==> src/rtl/aq_cpuio_sync_pkg.sv <==
// Shared definitions for the CPU-side IO boundary: FSM state encoding and
// the low-power "no request" code.
package aq_cpuio_sync_pkg;

  typedef enum logic [2:0] {
    ST_CFG   = 3'd0,
    ST_RUN   = 3'd1,
    ST_REQ   = 3'd2,
    ST_SLEEP = 3'd3,
    ST_WAKE  = 3'd4
  } state_t;

  localparam logic [1:0] LPMD_NONE = 2'b11;

endpackage

==> src/rtl/aq_cpuio_int_sync.sv <==
// Multi-stage synchroniser for WIDTH asynchronous level signals; output is the
// last stage, so latency is STAGES clock cycles.
module aq_cpuio_int_sync #(
  parameter int WIDTH  = 6,
  parameter int STAGES = 2
) (
  input  logic             clk,
  input  logic             rst,
  input  logic [WIDTH-1:0] d,
  output logic [WIDTH-1:0] q
);

  // Stage 0 occupies the low WIDTH bits; data shifts toward the top.
  logic [STAGES*WIDTH-1:0] chain;

  always_ff @(posedge clk or posedge rst) begin
    if (rst) begin
      chain <= '0;
    end else begin
      chain <= {chain[(STAGES-1)*WIDTH-1:0], d};
    end
  end

  assign q = chain[STAGES*WIDTH-1 -: WIDTH];

endmodule

==> src/rtl/aq_cpuio_sync_top.sv <==
// CPU-side IO boundary: interrupt synchronisation, CLINT time register, strap
// latch and the low-power request/ack handshake toward sysio.
module aq_cpuio_sync_top
  import aq_cpuio_sync_pkg::*;
#(
  parameter int INT_NUM   = 6,
  parameter int SYNC_STG  = 2,
  parameter int TIME_W    = 64,
  parameter int RVBA_W    = 40,
  parameter int COREID_W  = 3,
  parameter int TIME_MONO = 1
) (
  input  logic                forever_cpuclk,
  input  logic                cpurst,
  input  logic [COREID_W-1:0] pad_biu_coreid,
  input  logic [RVBA_W-1:0]   sysio_xx_rvba,
  input  logic [INT_NUM-1:0]  sysio_cpuio_int,
  input  logic [TIME_W-1:0]   clint_cpuio_time,
  input  logic                clint_cpuio_time_vld,
  input  logic [1:0]          cp0_biu_lpmd_b,
  input  logic                sysio_cpuio_lpmd_ack,
  output logic [COREID_W-1:0] biu_cp0_coreid,
  output logic [RVBA_W-1:0]   biu_cp0_rvba,
  output logic                biu_cp0_cfg_vld,
  output logic [INT_NUM-1:0]  biu_cp0_int,
  output logic [TIME_W-1:0]   biu_hpcp_time,
  output logic [1:0]          cpuio_sysio_lpmd_b,
  output logic                biu_cp0_lpmd_wakeup,
  output logic [2:0]          dbg_state
);

  // Handshake: lpmd_b != 11 is a request held until sysio acks (level); the
  // request is dropped back to 11 on interrupt, and sysio drops ack to finish.
  state_t state;
  logic   int_pend;

  aq_cpuio_int_sync #(
    .WIDTH  (INT_NUM),
    .STAGES (SYNC_STG)
  ) u_int_sync (
    .clk (forever_cpuclk),
    .rst (cpurst),
    .d   (sysio_cpuio_int),
    .q   (biu_cp0_int)
  );

  assign int_pend  = |biu_cp0_int;
  assign dbg_state = state;

  always_ff @(posedge forever_cpuclk or posedge cpurst) begin
    if (cpurst) begin
      biu_hpcp_time <= '0;
    end else if (clint_cpuio_time_vld &&
                 ((TIME_MONO == 0) || (clint_cpuio_time >= biu_hpcp_time))) begin
      biu_hpcp_time <= clint_cpuio_time;
    end
  end

  always_ff @(posedge forever_cpuclk or posedge cpurst) begin
    if (cpurst) begin
      state               <= ST_CFG;
      biu_cp0_coreid      <= '0;
      biu_cp0_rvba        <= '0;
      biu_cp0_cfg_vld     <= 1'b0;
      cpuio_sysio_lpmd_b  <= LPMD_NONE;
      biu_cp0_lpmd_wakeup <= 1'b0;
    end else begin
      biu_cp0_lpmd_wakeup <= 1'b0;
      case (state)
        ST_CFG: begin
          biu_cp0_coreid  <= pad_biu_coreid;
          biu_cp0_rvba    <= sysio_xx_rvba;
          biu_cp0_cfg_vld <= 1'b1;
          state           <= ST_RUN;
        end
        ST_RUN: begin
          cpuio_sysio_lpmd_b <= LPMD_NONE;
          if ((cp0_biu_lpmd_b != LPMD_NONE) && !int_pend) begin
            cpuio_sysio_lpmd_b <= cp0_biu_lpmd_b;
            state              <= ST_REQ;
          end
        end
        ST_REQ: begin
          if (int_pend) begin
            cpuio_sysio_lpmd_b <= LPMD_NONE;
            state              <= ST_WAKE;
          end else if (sysio_cpuio_lpmd_ack) begin
            state <= ST_SLEEP;
          end
        end
        ST_SLEEP: begin
          if (int_pend) begin
            cpuio_sysio_lpmd_b <= LPMD_NONE;
            state              <= ST_WAKE;
          end
        end
        ST_WAKE: begin
          cpuio_sysio_lpmd_b <= LPMD_NONE;
          if (!sysio_cpuio_lpmd_ack) begin
            biu_cp0_lpmd_wakeup <= 1'b1;
            state               <= ST_RUN;
          end
        end
        default: begin
          cpuio_sysio_lpmd_b <= LPMD_NONE;
          state              <= ST_RUN;
        end
      endcase
    end
  end

endmodule

==> config.mk <==
export PLATFORM = sky130hd
export DESIGN_NAME = aq_cpuio_sync_top
export DESIGN_NICKNAME = d
export VERILOG_FILES = /design/src/rtl/aq_cpuio_sync_pkg.sv /design/src/rtl/aq_cpuio_int_sync.sv /design/src/rtl/aq_cpuio_sync_top.sv
export SDC_FILE = /design/constraint.sdc
export NUM_CORES = 1
export LEC_CHECK = 0
export CAP_MARGIN = 20
export CORE_ASPECT_RATIO = 1.4
export CORE_MARGIN = 5
export CORE_UTILIZATION = 40
export DETAILED_ROUTE_END_ITERATION = 12
export GPL_TIMING_DRIVEN = 0
export HOLD_SLACK_MARGIN = 0.05
export PLACE_DENSITY_LB_ADDON = 0.2
export SLEW_MARGIN = 10
export SYNTH_ARGS = -nofsm -noshare
export SYNTH_HDL_FRONTEND = slang
export SYNTH_SLANG_ARGS = --single-unit
==> constraint.sdc <==
create_clock -name forever_cpuclk -period 7.6 [get_ports forever_cpuclk]
set_input_delay 1.14 -clock forever_cpuclk [delete_from_list [all_inputs] [get_ports forever_cpuclk]]
set_output_delay 1.14 -clock forever_cpuclk [all_outputs]
set_load 0.01 [all_outputs]
==> results of run 1 <==
-- metal layers --
layer / vias up / wire length [µm] / share of wire
met5: - / 0 / 0
met4: 0 / 147 / 0.0090
met3: 12 / 1760 / 0.11
met2: 174 / 8380 / 0.51
met1: 2355 / 6070 / 0.37
li1: 2311 / - / -
-- sequential cells by signal (all words and copies together), names as in the netlist --
name / count
biu_hpcp_time: 64
biu_cp0_rvba: 40
u_int_sync.chain: 12
biu_cp0_coreid: 3
dbg_state: 3
cpuio_sysio_lpmd_b: 2
biu_cp0_cfg_vld: 1
biu_cp0_lpmd_wakeup: 1
-- through the flow --
step	setup slack, ns	power [µW]	hold slack, ns
floorplan	3.11	1850	0.331
global placement	1.21	2550	0.333
detailed placement	2.84	2610	0.336
CTS	3.26	3450	0.344
global route	3.10	3640	0.347
finish	3.36	3390	0.344
-- worst min path at each step --
| stage | end | depth (start not counted) | slack (ns) | startpoint |
|---|---|---|---|---|
| after floorplan | u_int_sync.chain[10]$_DFF_PP0_ | 0 | 0.33 | u_int_sync.chain[4]$_DFF_PP0_ |
| after global placement | u_int_sync.chain[6]$_DFF_PP0_ | 0 | 0.33 | u_int_sync.chain[0]$_DFF_PP0_ |
| after detailed placement | u_int_sync.chain[6]$_DFF_PP0_ | 0 | 0.34 | u_int_sync.chain[0]$_DFF_PP0_ |
| after CTS | u_int_sync.chain[7]$_DFF_PP0_ | 0 | 0.34 | u_int_sync.chain[1]$_DFF_PP0_ |
| after global routing | u_int_sync.chain[7]$_DFF_PP0_ | 0 | 0.35 | u_int_sync.chain[1]$_DFF_PP0_ |
| final | u_int_sync.chain[7]$_DFF_PP0_ | 0 | 0.34 | u_int_sync.chain[1]$_DFF_PP0_ |
-- report_power, final --
part           leakage [µW]  switching, µW  total, µW  internal (µW)
registers           0.00151            168       1080            916
clock network      0.000274            332        821            489
logic               0.00250            610       1490            878
total               0.00429           1110       3390           2280
-- final cells by class --
class / instances / share of cell area
sequential: 126 / 0.331
timing repair buffer: 239 / 0.253
multi-input combinational: 303 / 0.287
inverter: 67 / 0.0269
clock buffer: 18 / 0.0451
buffer: 19 / 0.0146
clock inverter: 14 / 0.0164
tap: 196 / 0.0257
-- kinds of logic after synthesis --
| logic type | after synthesis | synth area share |
|---|---|---|
| compound gates | 59 | 0.0582 |
| mux | 107 | 0.192 |
| simple gates | 73 | 0.0578 |
| buf+inv | 86 | 0.0622 |
| flops | 126 | 0.502 |
| fa+ha+maj | 64 | 0.128 |
-- cell usage after synthesis (all sizes together) --
cell type,instances,area (µm²)
a31oi,1,6.26
nand4,11,68.8
nand2,22,82.6
o21ai,12,60.1
and4,2,17.5
nor4,2,12.5
or4,3,22.5
nor2b,2,12.5
a22oi,1,7.51
nor4b,1,8.76
dfstp,2,52.6
o22a,1,8.76
a221oi,1,8.76
a41oi,1,27.5
nor2,15,56.3
o32ai,1,8.76
or2,1,6.26
a21o,8,60.1
nand3,4,20.0
dfrtp,124,3100
a211oi,2,15.0
clkbuf,7,26.3
o311ai,1,8.76
a2111oi,1,8.76
nand2b,4,25.0
buf,12,113
ha,64,801
inv,67,251
nor3,6,30.0
mux2,107,1200
a21oi,29,145
-- placed cells by master, fill, tap and decap left out, types with 2 or more instances in the layout --
master,count
sky130_fd_sc_hd__clkbuf_16,17
sky130_fd_sc_hd__a21oi_1,29
sky130_fd_sc_hd__clkinvlp_4,4
sky130_fd_sc_hd__nor2_1,15
sky130_fd_sc_hd__bufinv_16,2
sky130_fd_sc_hd__or4_1,3
sky130_fd_sc_hd__inv_6,6
sky130_fd_sc_hd__nand4_1,11
sky130_fd_sc_hd__nor2b_1,2
sky130_fd_sc_hd__clkdlybuf4s50_1,238
sky130_fd_sc_hd__ha_1,64
sky130_fd_sc_hd__dfrtp_1,124
sky130_fd_sc_hd__mux2_1,5
sky130_fd_sc_hd__nand2_1,22
sky130_fd_sc_hd__clkbuf_1,8
sky130_fd_sc_hd__and4_1,2
sky130_fd_sc_hd__a211oi_1,2
sky130_fd_sc_hd__nand3_1,4
sky130_fd_sc_hd__clkinv_4,2
sky130_fd_sc_hd__nand2b_1,4
sky130_fd_sc_hd__buf_6,6
sky130_fd_sc_hd__a21o_1,8
sky130_fd_sc_hd__dfstp_2,2
sky130_fd_sc_hd__o21ai_0,11
sky130_fd_sc_hd__nor3_1,6
sky130_fd_sc_hd__buf_4,6
sky130_fd_sc_hd__inv_1,66
sky130_fd_sc_hd__mux2_2,102
sky130_fd_sc_hd__nor4_1,2
==> metrics list, run 1 <==
- Final worst-path cycle share: 0.558
* Seq cells post-synth: 126
* Post-route cell area: 9530 µm²
* Max Clock Skew: between 0.01 and 0.015 ns
- Layout filler cell count: approximately 1300
- In the final design database the tool counted 956 nets.
* CP max stage cell: sky130_fd_sc_hd__or4_1
- Slew Limit Headroom: 0.339
- Buffers on Ports: approximately 240
- Die extent in x: 116 µm
- On the worst path, the slowest cell contributes a delay of about 0.53 ns.
- The first global-routing pass estimated roughly 27 mm of wire.
- 0 antenna diodes ended up in the layout.
- Top Family by Delay on Critical Path: simple AND/OR/NAND/NOR gates
* FF/Latch Area: 3160 µm²
- The initial utilization of the core area, before any placement, comes to 0.404.
- Initial antenna violation count: 0
* Minimum clock period after layout: 4.24 ns
- The most critical setup path has its endpoint at biu_hpcp_time[8]$_DFFE_PP0P_.
- Post-layout instance count excluding filler cells: 982
* Placed instance count: 950
- Using the TritonRoute via totals, the vias-per-cell ratio works out to 4.94.
- Number of buffers added for setup after CTS: 0
- Die area: 18300 µm²
- Clock-pin slew was measured on the worst setup and hold paths at 0.06 ns.
* DP Wirelength: 12.8 mm
* Synthesized area: 6280 µm²
* Violation count after the first detailed-routing iteration: 118
- Launch point of the critical path: clint_cpuio_time[14]
- Drt total wl: 16.3 mm
* GR peak layer: met2
- In this run the count of I/O pins placed on the die edge is 239.
* Static leakage: 0.00429 µW
- The tool flagged a number of max-cap violations equal to 0.
* Syn_nets: 698
- Utilization after layout: 0.613
- Entering global routing, the biggest net connects 70 pins.
- In the final routed layout, each cell accounts on average for 16.6 µm.
- In the global route stage, met3 resource usage came out at 0.0798.
- The placed instances occupy a cell area of a little under 9000 µm².
- Total buffers and inverters traversed by the critical path: 2
- The cell sitting at the root of the clock tree is a sky130_fd_sc_hd__clkbuf_16.
- Clock tree sinks: 126
- During synthesis, Yosys emitted a total of 0 warnings.
- Startpoint type of the worst setup path: input pin
* Reg2reg path depth: 10
- The synthesized netlist contains 34 unique library cells.
- Vias in the first global route: 5479
* Min-Delay Path Class: flop to flop
- Critical path class: input pin to flop
* Summed negative setup slack over all endpoints: 0 ns
- At the pin with the least slew margin, the transition time is 0.984 ns.
* Critical path peak fanout: 10
- After floorplanning, the core was sized to cover around 16000 µm².
* Critical path data required time: between 7 and 8 ns
* Area used by multi-input combinational logic: 2730 µm²
- Hold buffer count at CTS: 0
- End of the worst register-to-register path: biu_hpcp_time[8]$_DFFE_PP0P_
* Setup slack of the most critical reg-to-reg path: 4.10 ns
- The detailed router placed 4852 vias in this run.
- Compared with the post-synthesis result, the final layout area differs by 51.7%.
* Final Hold Vio Count: 0
- Peak supply drop: 0.170 mV
- Setup Viol. Count Final: 0
- The floorplan step set the die height to 158 µm.
- Final ANT Viol Nets: 0
- TritonCTS buffer count: 17
* Met2 demand-to-capacity share in global routing: 0.324
- The most numerous cell type found on the critical path is sky130_fd_sc_hd__or4_1.
* Max Clock Freq: 0.236 GHz
- Of the synthesized area, sequential elements account for 0.502.
- In the global route stage, overall resource usage came out at 0.183.
- The longest clock path from root to sink contains 2 buffers.
* Overall overflow remaining after global route: 0
- RSZ-0062 raised after global routing: no
- Standard-cell rows: 54
* Number of instances in the synthesized netlist: 515
- The final-report max-slew violation count came to 0.
* Capturing element type of the critical path: flop
- Post-route DRC: 0
- Mean post-synth cell area: 12.2 µm²
* Clk Latency, worst-skew pair: 0.41 ns
* Run status: finished, final reports clean
- Share of final-layout standard cells stronger than drive strength 1: 0.192
* Resized cells post-CTS: 0
- RD Place Congestion: approximately 0.79
- In this run the critical register-to-register path is launched from biu_hpcp_time[14]$_DFFE_PP0P_.
- For this design the ratio of total power to cell area is between 300 and 400 nW/µm².
* Met1 routing resource usage after global routing: 0.201
- Total number of cells along the worst setup path: 10
* CTS tree: done
* Number of search-and-repair iterations in the first detailed-routing pass: 4
* Worst path cell trace: clkdlybuf4s50_1, ha_1, nand4_1, or4_1, or4_1, a31oi_1, o21ai_1, a41oi_4, buf_6, mux2_2
- Arrival @ worst endpoint: 4.53 ns
* Clock H-tree levels: 4
Power figures use the tool's default switching activity.
==> inputs of run 2 (changes only) <==
==> constraint.sdc (replaced) <==
create_clock -name forever_cpuclk -period 3.9 [get_ports forever_cpuclk]
set_input_delay 0.585 -clock forever_cpuclk [delete_from_list [all_inputs] [get_ports forever_cpuclk]]
set_output_delay 0.585 -clock forever_cpuclk [all_outputs]
set_load 0.01 [all_outputs]
==> run 2 against run 1 <==
Core utilization rose by 0.68 points. Die area unchanged. Combinational power up 97%. Worst hold slack better by 0.0024 ns. Clock power grew 110%. Largest cell class unchanged. Final cell count is 0.31% higher. Final area grew 1.1%. First-iteration DRC count increased by 27%. Total power grew 99%. Global-route usage grew 0.55 points. Clock skew down 0.0013 ns. Sequential power grew 95%.
==> metrics list, run 2 (synthesis results as in run 1) <==
- Max Clock Skew: 0.0102 ns (was 0.0116 ns)
- Slowest cell delay on critical path: 0.55 ns (was 0.53 ns)
- The total number of H-tree levels was 4 (unchanged).
- The kind of end point of the critical path is a flop (unchanged).
- The total setup buffers inserted after CTS is 0 (unchanged).
* DP Wirelength: 13.5 mm (was 12.8 mm)
- The max-slew headroom at the worst pin was 0.376 (was 0.339).
* Power density over cell area: 701 nW/µm² (was 356 nW/µm²)
- The average wire per standard cell came to 17.0 µm (was 16.6 µm).
* Vias in the first global route: 5350 (was 5479)
- Setup slack of the most critical reg-to-reg path: 0.36 ns (was 4.10 ns)
* RSZ-0062 raised after global routing: no (unchanged)
- The overall via count from detail_route was 4857 (was 4852).
- The pre-CTS setup slack was -0.348 ns (was 2.84 ns).
* Clk pin slew, worst setup/hold paths: 0.06 ns (about the same)
* Maximum number of pins on one net before global-route repair: 40 (was 70)
* Buffers on Ports: 238 (unchanged)
* Clock tree sinks: 126 (unchanged)
- The total design power came to 6750 µW (was 3390 µW).
- Standard cell core area: 15500 µm² (unchanged)
- Initial antenna violation count: 0 (unchanged)
* Part of the total power dissipated in the clock network: 0.253 (was 0.242)
- CTS root buf: sky130_fd_sc_hd__clkbuf_16 (unchanged)
- Max-Cap Viols: 0 (unchanged)
- The final weighted congestion in routability-driven placement came to 0.813 (was 0.786).
- The combinational share of power was 0.434 (was 0.439).
* Summed negative setup slack over all endpoints: 0 ns (unchanged)
* Post-route DRC: 0 (unchanged)
* Arrival @ worst endpoint: 4.05 ns (was 4.53 ns)
- The type of the most critical hold path was flop to flop (unchanged).
- The hold buffer count at CTS was 0 (unchanged).
- The largest voltage drop on the vdd net was 0.352 mV (was 0.170 mV).
- Critical path peak fanout: 10 (unchanged)
- The length of the first detailed-routing pass in iterations was 4 (unchanged).
- Critical path data required time: 4.19 ns (was 7.88 ns)
* Final worst-path cycle share: 0.965
- The switching share of power came to 0.320 (was 0.327).
- The critical path's most frequent cell is sky130_fd_sc_hd__or4_1 (unchanged).
- The net count reported at finish is 959 (was 956).
* Number of max-slew violations in the final report: 0 (unchanged)
* Die Y-Extent: 158 µm (unchanged)
* Static leakage: 0.00435 µW (was 0.00429 µW)
- The residual antenna-violating net count after detailed routing came to 0 (unchanged).
- Worst path cell trace: clkdlybuf4s50_1, ha_1, nand4_1, or4_1, or4_1, a31oi_1, o21ai_1, a41oi_4, buf_6, mux2_2 (unchanged).
* Number of vias per cell after detailed routing: 4.93 (was 4.94)
- Standard-cell rows: 54 (unchanged)
* TritonCTS buffer count: 17 (unchanged)
* Internal power contribution: 4590 µW (was 2280 µW)
- The wire length of the first global-routing pass came to 27.0 mm (was 26.6 mm).
- Biggest regs: biu_hpcp_time (64), biu_cp0_rvba (40), u_int_sync.chain (12) (unchanged)
- Synthesis-to-finish area growth: 53.4% (was 51.7%)
- Run status: finished, final reports clean (unchanged).
- For this run, the top clock speed supported by timing is 0.266 GHz.
- The aggregate global-route resource usage came to 0.189 (was 0.183).
- Violation count after the first detailed-routing iteration: 150 (was 118)
* Setup Viol. Count Final: 0 (unchanged)
- The TritonCTS clock tree was done (unchanged).
- Clk Latency, worst-skew pair: 0.41 ns (about the same)
* Die area: 18300 µm² (unchanged)
- Leading cell types in the layout, fill and taps excluded: sky130_fd_sc_hd__clkdlybuf4s50_1, sky130_fd_sc_hd__dfrtp_1, sky130_fd_sc_hd__mux2_2 (unchanged)
- Resized cells post-CTS: 0 (unchanged)
- Drt total wl: 16.8 mm (was 16.3 mm)
- Minimum clock period after layout: 3.76 ns
- Proportion of power drawn by flip-flops and latches: 0.313 (was 0.319)
* Final Hold Vio Count: 0 (unchanged)
- The die boundary width was 116 µm (unchanged).
- The net switching power was 2160 µW (was 1110 µW).
- The deepest clock path buffer count is 2 (unchanged).
- Effective utilization at floorplan: 0.404 (unchanged)
* Critical path class: input pin to flop (unchanged)
- The flip-flop count of the largest register after layout is 64 (unchanged).
- CP max stage cell: sky130_fd_sc_hd__or4_1 (unchanged)
- The transition time at the pin with the least slew margin came to 0.929 ns (was 0.984 ns).
* Startpoint type of the worst setup path: input pin (unchanged)
* Setup slack of the critical path after layout: 0.136 ns (was 3.36 ns)
* Boundary Pins: 239 (unchanged)
- The ratio of cells with drive above 1 in the final layout was 0.195 (was 0.192).
* Register with the most flip-flops: biu_hpcp_time (unchanged)
- The most frequent standard cell in the layout excluding fill and tap cells was sky130_fd_sc_hd__clkdlybuf4s50_1 (unchanged).
- Overall overflow remaining after global route: 0 (unchanged)
- The number of antenna diodes was 0 (unchanged).
[run 2: layout make-up]
class	count	area, µm²
inverter	67	255
clock buffer	18	429
sequential	126	3160
multi-input combinational	303	2730
clock inverter	14	203
buffer	19	139
timing repair buffer	242	2470
tap	196	245
fill	1268	5910
[run 2: critical path, delay by kind of cell]
kind	cells	cell delay, ns
buffers and inverters	2	0.68
AOI/OAI and AO/OA	3	1.01
muxes	1	0.36
and+or+nand+nor	3	1.10
adders and majority gates	1	0.32
[run 2: power groups by stage]
| stage | Sequential (µW) | Clock (µW) | Combinational (µW) |
|---|---|---|---|
| floorplan | 2310 | 0 | 1290 |
| global placement | 2100 | 0 | 2880 |
| detailed placement | 2140 | 0 | 2970 |
| CTS | 2120 | 1740 | 2990 |
| global route | 2190 | 1810 | 3240 |
| finish | 2110 | 1710 | 2930 |
[run 2: worst paths after layout]
path,start,endpoint,depth (start not counted)
setup / recovery,clint_cpuio_time[14],biu_hpcp_time[45]$_DFFE_PP0P_,10
hold / removal,u_int_sync.chain[0]$_DFF_PP0_,u_int_sync.chain[6]$_DFF_PP0_,0
setup reg to reg,biu_hpcp_time[14]$_DFFE_PP0P_,biu_hpcp_time[45]$_DFFE_PP0P_,10
hold reg to reg,u_int_sync.chain[0]$_DFF_PP0_,u_int_sync.chain[6]$_DFF_PP0_,0
max in group asynchronous,cpurst,biu_hpcp_time[44]$_DFFE_PP0P_,5
min in group asynchronous,cpurst,biu_cp0_coreid[2]$_DFFE_PP0N_,2
[run 2: through the flow]
stage	util	cells	area [µm²]	hold WS (ns)
final	0.620	985	9630	0.346
after detailed placement	0.579	953	9000	0.335
after floorplan	-	515	6280	0.331
after global routing	0.620	985	9630	0.359
after CTS	0.620	985	9630	0.346
after global placement	0.573	949	8910	0.332
[run 2: per-layer routing]
metal,wire length (µm),vias up,GRT usage
li1,-,2319,-
met1,6020,2338,0.204
met2,8710,180,0.329
met3,1770,20,0.0894
met4,283,0,0.0531
met5,0,-,0
==> inputs of run 3 (changes only) <==
--- a/config.mk
+++ b/config.mk
@@ -10,6 +10,7 @@
 export CORE_MARGIN = 5
 export CORE_UTILIZATION = 40
 export DETAILED_ROUTE_END_ITERATION = 12
+export DONT_BUFFER_PORTS = 1
 export GPL_TIMING_DRIVEN = 0
 export HOLD_SLACK_MARGIN = 0.05
 export PLACE_DENSITY_LB_ADDON = 0.2
==> run 3 against run 2 <==
Worst hold slack worse by 0.28 ns. Largest cell class unchanged. Clock power decreased by 6%. Wire length down 14%. Setup slack improved by 0.11 ns. Total power decreased by 17%. Critical path depth stayed put. Largest power group is now sequential cells. Clock skew decreased by 0.0013 ns.
==> metrics list, run 3 (synthesis results as in run 1) <==
* Run status: finished, final reports clean (unchanged)
* RSZ-0062 raised after global routing: no (unchanged)
* Resized cells post-CTS: 0 (unchanged)
- The multi-input gate area in the final layout was 2730 µm² (unchanged).
* Reg2reg path depth: 10 (unchanged)
- The largest voltage drop on the vdd net is 0.342 mV (was 0.352 mV).
- The count of placed standard cells including taps was 714 (was 953).
* Final worst-path cycle share: 0.938 (was 0.965)
- Worst path cell trace: inv_1, ha_1, nand4_1, or4_1, or4_1, a31oi_1, o21ai_1, a41oi_4, buf_6, mux2_2 (was clkdlybuf4s50_1, ha_1, nand4_1, or4_1, or4_1, a31oi_1, o21ai_1, a41oi_4, buf_6, mux2_2).
- Clock H-tree levels: 4 (unchanged)
* Top Family by Delay on Critical Path: simple AND/OR/NAND/NOR gates (unchanged)
- Critical path class: flop to flop (was input pin to flop)
- The clock tree root buffer cell was sky130_fd_sc_hd__clkbuf_16 (unchanged).
- The highest-delay cell along the critical path is sky130_fd_sc_hd__a41oi_4 (was sky130_fd_sc_hd__or4_1).
* Critical path data required time: 4.20 ns (was 4.19 ns)
- Critical path peak fanout: 10 (unchanged)
* Layout filler cell count: 1489 (was 1268)
- The total global routing overflow was 0 (unchanged).
- The total design power was 5590 µW (was 6750 µW).
* First-pass GRT wire length: 22.2 mm (was 27.0 mm)
* Number of buffers added for setup after CTS: 0 (unchanged)
- The total power per unit cell area was 778 nW/µm² (was 701 nW/µm²).
* Die area: 18300 µm² (unchanged)
- Clock tree sinks: 126 (unchanged)
- The number of antenna diodes is 0 (unchanged).
* Setup slack of the critical path after layout: 0.241 ns (was 0.136 ns)
- Standard cell core area: 15500 µm² (unchanged)
- Post-layout instance count excluding filler cells: 747 (was 985)
* Summed negative setup slack over all endpoints: 0 ns (unchanged)
- Boundary Pins: 239 (unchanged)
- The half-perimeter wire length of the detailed placement result was 11.7 mm (was 13.5 mm).
- The overall via count from detail_route was 3914 (was 4857).
- Minimum clock period after layout: 3.66 ns (was 3.76 ns)
* Slew Limit Headroom: 0.612 (was 0.376)
- The share of the core filled with cells in the final layout came to 0.462 (was 0.620).
- Leading cell types in the layout, fill and taps excluded: sky130_fd_sc_hd__dfrtp_1, sky130_fd_sc_hd__mux2_2, sky130_fd_sc_hd__inv_1 (was sky130_fd_sc_hd__clkdlybuf4s50_1, sky130_fd_sc_hd__dfrtp_1, sky130_fd_sc_hd__mux2_2).
* FF/Latch Area: 3160 µm² (unchanged)
- The critical path's most frequent cell is sky130_fd_sc_hd__or4_1 (unchanged).
- Max Clock Freq: 0.273 GHz (was 0.266 GHz)
- Clk pin slew, worst setup/hold paths: 0.06 ns (about the same)
- The routed via count divided by cell count came to 5.24 (was 4.93).
* Total buffers and inverters traversed by the critical path: 2 (unchanged)
* Capturing element type of the critical path: flop (unchanged)
- Static leakage: 0.00340 µW (was 0.00435 µW)
- The pre-CTS setup slack is 0.0693 ns (was -0.348 ns).
* Setup Viol. Count Final: 0 (unchanged)
- RD Place Congestion: 0.767 (was 0.813)
- Maximum number of pins on one net before global-route repair: 38 (was 40)
- The row count was 54 (unchanged).
- Biggest regs: biu_hpcp_time (64), biu_cp0_rvba (40), u_int_sync.chain (12) (unchanged).
- The residual antenna-violating net count after detailed routing came to 0 (unchanged).
- Number of max-slew violations in the final report: 0 (unchanged)
- Buffers from clock root to sink, at most: 2 (unchanged)
* CTS tree: done (unchanged)
* Synthesis-to-finish area growth: 14.4% (was 53.4%)
- The number of CTS-inserted buffers is 17 (unchanged).
- Number of search-and-repair iterations in the first detailed-routing pass: 4 (unchanged)
* Register with the most flip-flops: biu_hpcp_time (unchanged)
- The number of buffer cells added on primary ports came to 0 (was 238).
* Startpoint type of the worst setup path: flop (was input pin)
- The worst stage delay on the critical path was 0.56 ns (was 0.55 ns).
* Most common cell after layout, fill and taps aside: sky130_fd_sc_hd__dfrtp_1 (was sky130_fd_sc_hd__clkdlybuf4s50_1)
- Routed length per instance: 19.4 µm (was 17.0 µm)
* Max Clock Skew: 0.00894 ns (was 0.0102 ns)
- The initial antenna violation count was 0 (unchanged).
- The critical path depth is 10 (unchanged).
- The insertion delay of the later-clocked pin in the worst-skew pair is 0.42 ns (was 0.41 ns).
* Slew at the pin closest to its max-slew limit: 0.581 ns (was 0.929 ns)
- The hold buffer count at CTS came to 0 (unchanged).
* Post-route DRC: 0 (unchanged)
- The data arrival time of the worst path came to 3.96 ns (was 4.05 ns).
- Share of final-layout standard cells stronger than drive strength 1: 0.279 (was 0.195)
- Violation count after the first detailed-routing iteration: 128 (was 150)
- Flip-flop count of the largest register, all copies and words added: 64 (unchanged)
* Die Y-Extent: 158 µm (unchanged)
- The max-capacitance violation count came to 0 (unchanged).
- Final Hold Vio Count: 0 (unchanged)
* Effective utilization at floorplan: 0.404 (unchanged)
- GRT Total Usage: 0.158 (was 0.189)
- Vias in the first global route: 4307 (was 5350)
* Die extent in x: 116 µm (unchanged)
- The type of the most critical hold path is input pin to async pin (was flop to flop).
* Drt total wl: 14.5 mm (was 16.8 mm)
- The net count reported at finish is 721 (was 959).
## run 3: cell count changes in the layout (fill, tap and decap cells not counted), sizes merged
cell / before / now
clkdlybuf4s50: 238 / 0
bufinv: 4 / 2
clkbuf: 25 / 26
clkinv: 3 / 2
clkinvlp: 2 / 3
inv: 72 / 73
## run 3: metrics by stage
stage                     area (µm²)  hold slack, ns
final                           7190          0.0662
after global routing            7190          0.0876
after CTS                       7180          0.0780
after detailed placement        6590           0.335
after global placement          6530           0.333
after floorplan                 6280           0.331
## run 3: area by class of cell
class,instances,share of cell area
clock inverters,13,0.0209
inverters,67,0.0355
plain buffers,19,0.0193
multi-input cells,303,0.380
well taps,196,0.0341
clock buffers,19,0.0616
flip-flops and latches,126,0.439
repair buffers,4,0.00905
## run 3: routing by layer
metal	wire length, µm	vias up	global-route usage	share of wire
li1	-	1825	-	-
met1	4530	1886	0.145	0.31
met2	7570	182	0.281	0.52
met3	2180	21	0.102	0.15
met4	201	0	0.0503	0.014
met5	0	-	0	0
## run 3: worst paths after layout
check	from	end	slack, ns
worst max-delay path	biu_hpcp_time[14]$_DFFE_PP0P_	biu_hpcp_time[4]$_DFFE_PP0P_	0.24
worst min-delay path	cpurst	biu_cp0_coreid[2]$_DFFE_PP0N_	0.07
worst max register to register	biu_hpcp_time[14]$_DFFE_PP0P_	biu_hpcp_time[4]$_DFFE_PP0P_	0.24
worst min register to register	u_int_sync.chain[5]$_DFF_PP0_	u_int_sync.chain[11]$_DFF_PP0_	0.35
max in group asynchronous	cpurst	biu_hpcp_time[54]$_DFFE_PP0P_	3.03
min in group forever_cpuclk	sysio_cpuio_int[3]	u_int_sync.chain[3]$_DFF_PP0_	0.19
## run 3: report_power, final
group	internal, µW	total [µW]	leakage (µW)	switching (µW)
Combinational	847	1550	0.00160	699
Sequential	1780	2450	0.00151	665
Clock	971	1600	0.000286	627
Total	3600	5590	0.00340	1990
